### src/rtl/acc_pkg.sv
// acc_pkg
// Shared definitions for the product accumulator: FSM state encoding and the
// default widths of the product, accumulator and block-length fields.
package acc_pkg;

    localparam int PROD_W_DEF = 16;
    localparam int ACC_W_DEF  = 24;
    localparam int LEN_W_DEF  = 8;

    typedef enum logic [1:0] {
        ST_IDLE = 2'd0,
        ST_ACC  = 2'd1,
        ST_DONE = 2'd2
    } acc_state_t;

endpackage : acc_pkg

### src/rtl/product_accumulator.sv
// product_accumulator
// Sums a block of len_i unsigned multiplier products into a wrapping
// accumulator. The sum is reported with a one-cycle acc_valid_o pulse.
//
// Ports:
//   clk_i        in   1       system clock, rising edge
//   rst_i        in   1       asynchronous active-high reset
//   start_i      in   1       opens a new block (honoured in IDLE only)
//   len_i        in   LEN_W   products in the block, sampled with start_i
//   prod_i       in   PROD_W  unsigned product
//   prod_valid_i in   1       prod_i valid this cycle
//   clear_i      in   1       synchronous abort back to IDLE
//   acc_o        out  ACC_W   accumulated sum (held after a block completes)
//   acc_valid_o  out  1       one-cycle pulse: acc_o holds a completed sum
//   busy_o       out  1       high while in ACC or DONE
//   ovf_o        out  1       sticky carry-out for the current block
module product_accumulator
    import acc_pkg::*;
#(
    parameter int PROD_W = PROD_W_DEF,
    parameter int ACC_W  = ACC_W_DEF,
    parameter int LEN_W  = LEN_W_DEF
) (
    input  logic              clk_i,
    input  logic              rst_i,
    input  logic              start_i,
    input  logic [LEN_W-1:0]  len_i,
    input  logic [PROD_W-1:0] prod_i,
    input  logic              prod_valid_i,
    input  logic              clear_i,
    output logic [ACC_W-1:0]  acc_o,
    output logic              acc_valid_o,
    output logic              busy_o,
    output logic              ovf_o
);

    acc_state_t         r_state;
    logic [LEN_W-1:0]   r_len;
    logic [LEN_W-1:0]   r_cnt;
    logic [ACC_W-1:0]   r_acc;
    logic               r_ovf;
    logic               r_valid;
    logic               r_busy;

    acc_state_t         w_state_nxt;
    logic [LEN_W-1:0]   w_len_nxt;
    logic [LEN_W-1:0]   w_cnt_nxt;
    logic [LEN_W-1:0]   w_cnt_inc;
    logic [ACC_W-1:0]   w_acc_nxt;
    logic               w_ovf_nxt;
    logic [ACC_W:0]     w_sum;

    always_comb begin
        w_state_nxt = r_state;
        w_len_nxt   = r_len;
        w_cnt_nxt   = r_cnt;
        w_acc_nxt   = r_acc;
        w_ovf_nxt   = r_ovf;
        // Extra top bit of the sum is the carry-out of the wrapping add.
        w_sum       = {1'b0, r_acc} + (ACC_W+1)'(prod_i);
        w_cnt_inc   = r_cnt + LEN_W'(1);

        if (clear_i) begin
            w_state_nxt = ST_IDLE;
            w_cnt_nxt   = '0;
            w_acc_nxt   = '0;
            w_ovf_nxt   = 1'b0;
        end else begin
            case (r_state)
                ST_IDLE: begin
                    if (start_i) begin
                        w_len_nxt   = len_i;
                        w_cnt_nxt   = '0;
                        w_acc_nxt   = '0;
                        w_ovf_nxt   = 1'b0;
                        w_state_nxt = (len_i == '0) ? ST_DONE : ST_ACC;
                    end
                end
                ST_ACC: begin
                    if (prod_valid_i) begin
                        w_acc_nxt = w_sum[ACC_W-1:0];
                        w_ovf_nxt = r_ovf | w_sum[ACC_W];
                        w_cnt_nxt = w_cnt_inc;
                        if (w_cnt_inc == r_len) begin
                            w_state_nxt = ST_DONE;
                        end
                    end
                end
                ST_DONE: begin
                    w_state_nxt = ST_IDLE;
                end
                default: begin
                    w_state_nxt = ST_IDLE;
                end
            endcase
        end
    end

    // Status outputs are registered from the next-state decode so they track
    // the state register exactly, with no combinational input-to-output path.
    always_ff @(posedge clk_i or posedge rst_i) begin
        if (rst_i) begin
            r_state <= ST_IDLE;
            r_len   <= '0;
            r_cnt   <= '0;
            r_acc   <= '0;
            r_ovf   <= 1'b0;
            r_valid <= 1'b0;
            r_busy  <= 1'b0;
        end else begin
            r_state <= w_state_nxt;
            r_len   <= w_len_nxt;
            r_cnt   <= w_cnt_nxt;
            r_acc   <= w_acc_nxt;
            r_ovf   <= w_ovf_nxt;
            r_valid <= (w_state_nxt == ST_DONE);
            r_busy  <= (w_state_nxt != ST_IDLE);
        end
    end

    assign acc_o       = r_acc;
    assign acc_valid_o = r_valid;
    assign busy_o      = r_busy;
    assign ovf_o       = r_ovf;

endmodule : product_accumulator

### config.mk
export PLATFORM = sky130hd
export DESIGN_NAME = product_accumulator
export DESIGN_NICKNAME = d
export VERILOG_FILES = /design/src/rtl/acc_pkg.sv /design/src/rtl/product_accumulator.sv
export SDC_FILE = /design/constraint.sdc
export NUM_CORES = 1
export LEC_CHECK = 0
export ABC_AREA = 1
export BUFFER_PORTS_ARGS = -buffer_cell sky130_fd_sc_hd__buf_2
export CORE_MARGIN = 1.5
export CORE_UTILIZATION = 50
export DETAILED_ROUTE_END_ITERATION = 7
export PLACE_DENSITY_LB_ADDON = 0.12
export RECOVER_POWER = 100
export REMOVE_ABC_BUFFERS = 1
export SKIP_LAST_GASP = 1
export SLEW_MARGIN = 20
export SYNTH_ARGS = -nofsm -noshare
export SYNTH_HDL_FRONTEND = slang
export SYNTH_SLANG_ARGS = --single-unit
export TNS_END_PERCENT = 5
### constraint.sdc
create_clock -name clk_i -period 2.91 [get_ports clk_i]
set_input_delay 0 -clock clk_i [delete_from_list [all_inputs] [get_ports clk_i]]
set_output_delay 0 -clock clk_i [all_outputs]
set_load 0.03 [all_outputs]
==> run metrics <==
slew at the pin closest to its max-slew limit between 1500 and 2000 ps; CP endpoint kind flop; Worst VDD drop 0.259 mV; Die Y 83.7 um; row count 29; nets roughly 600; count of final hold-check violations 0; setup ws final 633 ps; YS warnings 0; Buffers on Ports 55; first-pass GRT wire length roughly 14,000 um; Final Instance Area about 0.0038 mm^2; Syn Area/Cell roughly 6.7 um^2; Crit Path Class flop to flop; first-pass iteration count of the detailed router 5; n_diodes 0; clk_skew ~8.3 ps; layout cell share with drive strength beyond 1 0.0845; EDFF count, synth 0; Final TNS setup 0 ps; DRT Wirelength roughly 8400 um; die area around 0.007 mm^2; non-filler cells, final ~630; most frequent cells in the layout nand2_1 (154), inv_1 (58), nand3_1 (50), dfrtp_1 (45), nor2_1 (42); routability cong. approximately 0.93; Post-Syn Area between 0.003 and 0.004 mm^2; clk sinks 45; Max Freq ~0.44 GHz; power consumption about 1.5 mW; ys async rst share 1.00; H-tree depth 2; GRT overflow 0; clk buf depth 2; GRT Util Overall 0.247; largest net degree at the start of global routing 46; violated checks max-capacitance violations, max-slew violations; status complete, but fails checks; Starting Density 0.516; dpl hpwl 6410 um; fin crit share 0.783; Worst EP required 3160 ps; nature of the critical path startpoint flop; clock root buffer clkbuf_8; arrival time of the worst setup path 2520 ps; worst hold margin 51.2 ps; number of antenna violations at the first check in global routing 0; CTS tree yes; Final setup viols 0; Main synth FF type dfrtp_1; worst-path maximum fanout 18; Via density 5.36; Util after Layout 0.599; placed cells approximately 620; DR WL/cell between 10 and 15 um; CTS buffer count 5; core area between 0.006 and 0.007 mm^2; Leak approximately 1.9 nW; commonest non-fill, non-tap cell in the layout nand2_1; Seq cells post-synth 45; minimum clock period ~2300 ps; Seq/Total Area, Yosys 0.346; Area growth syn-to-layout 16.2%; vias in the first global route around 3,000; Slew Viols, Final 46; Max-Cap Viols 1; IO Pins 56; Power Dens Cells slightly below 400 mW/mm^2; RSZ-0062 raised after global routing no; Placed Area roughly 0.0036 mm^2; Synth top area share 0.346; Final ANT Viol Nets 0; cell taking the most area after synthesis dfrtp_1; Synth Instances approximately 500; Via Count between 3,000 and 4,000; synth unique cells 32; Die Wd around 84 um; 1st-iter DRT viols 222; DRC viols 0; dominant cells by area after synthesis dfrtp_1 (35%), nand2_1 (18%), nand3_1 (7.7%); Place WS ~860 ps; Filler Cell Count around 630; clk slew on worst S/H paths around 90 ps; worst hold path class primary input to flop; Clock Latency Late Sink about 300 ps; Rel. slew slack -0.309; post_cts resized 0
repair_timing:
item | 4_1_cts | 5_1_grt
hold endpoints to repair | 54 | 0
setup buffers | 0 | 0
hold buffers | 10 | 0
flip-flops by register name, summed over array words and instances (netlist names):
register,count
acc_o,24
r_cnt,8
r_len,8
r_state,2
acc_valid_o,1
busy_o,1
ovf_o,1
cell families after synthesis:
group                    Yosys count  synth area share
AND/OR/NAND/NOR                  275             0.367
AO/OA/AOI/OAI                     78             0.126
buffers and inverters             65            0.0757
flip-flops                        45             0.346
adder cells (fa/ha/maj)           18            0.0715
XOR/XNOR                           4            0.0108
multiplexers                       1           0.00346
where the power goes:
| part | internal [mW] | switching, mW | total (mW) |
|---|---|---|---|
| combinational | 0.101 | 0.193 | 0.294 |
| sequential | 0.657 | 0.0226 | 0.679 |
| clock | 0.258 | 0.223 | 0.482 |
| total | 1.02 | 0.439 | 1.46 |
worst max-delay path: stages (launching register included):
cell	delay, ps
dfrtp_1	390
nor2_1	280
nand2_1	170
nor2_4	410
inv_1	450
nor2_1	240
nand3_1	90
nor2_1	110
nor2_1	40
inv_1	50
layer usage:
| layer | up-vias | global-route usage | wire (um) | part of all wire |
|---|---|---|---|---|
| met5 | - | 0 | 0 | 0 |
| met4 | 0 | 0.0328 | 65 | 0.0078 |
| met3 | 7 | 0.0465 | 553 | 0.066 |
| met2 | 109 | 0.372 | 3490 | 0.42 |
| met1 | 1545 | 0.379 | 4280 | 0.51 |
| li1 | 1730 | - | - | - |
final timing paths:
kind                       slack [ps]       start        end  depth (start not counted)
max                               630  r_state[1]      ovf_o                          9
min in group asynchronous         730       rst_i   r_len[5]                          3
min                                50     start_i  acc_o[16]                          4
max reg2reg                       630  r_state[1]      ovf_o                          9
min reg2reg                       520    acc_o[9]   acc_o[9]                          2
max in group asynchronous        1290       rst_i   acc_o[4]                          3
Yosys cell counts, types with 2 or more instances:
| cell type | number |
|---|---|
| nor3_1 | 6 |
| xnor2_1 | 3 |
| nand3_1 | 50 |
| nand3b_1 | 2 |
| nand4_1 | 7 |
| nor2_1 | 40 |
| clkbuf_1 | 4 |
| dfrtp_1 | 45 |
| ha_1 | 17 |
| o21a_1 | 2 |
| nor2_4 | 4 |
| o21ai_0 | 39 |
| a21oi_1 | 30 |
| buf_2 | 2 |
| nor4_1 | 3 |
| nand2_2 | 3 |
| nand2_1 | 154 |
| o22ai_1 | 3 |
| inv_1 | 58 |
| nand3_2 | 2 |
area by class of cell:
class / instances / area [um^2] / share of cell area
clock buffer: 6 / 72.6 / 0.0192
multi-input combinational: 376 / 1870 / 0.494
timing repair buffer: 68 / 357 / 0.0942
inverter: 59 / 223 / 0.0589
sequential: 45 / 1130 / 0.298
clock inverter: 2 / 38.8 / 0.0103
tap: 77 / 96.3 / 0.0255
Note: power is estimated with default switching activity, not from simulation.
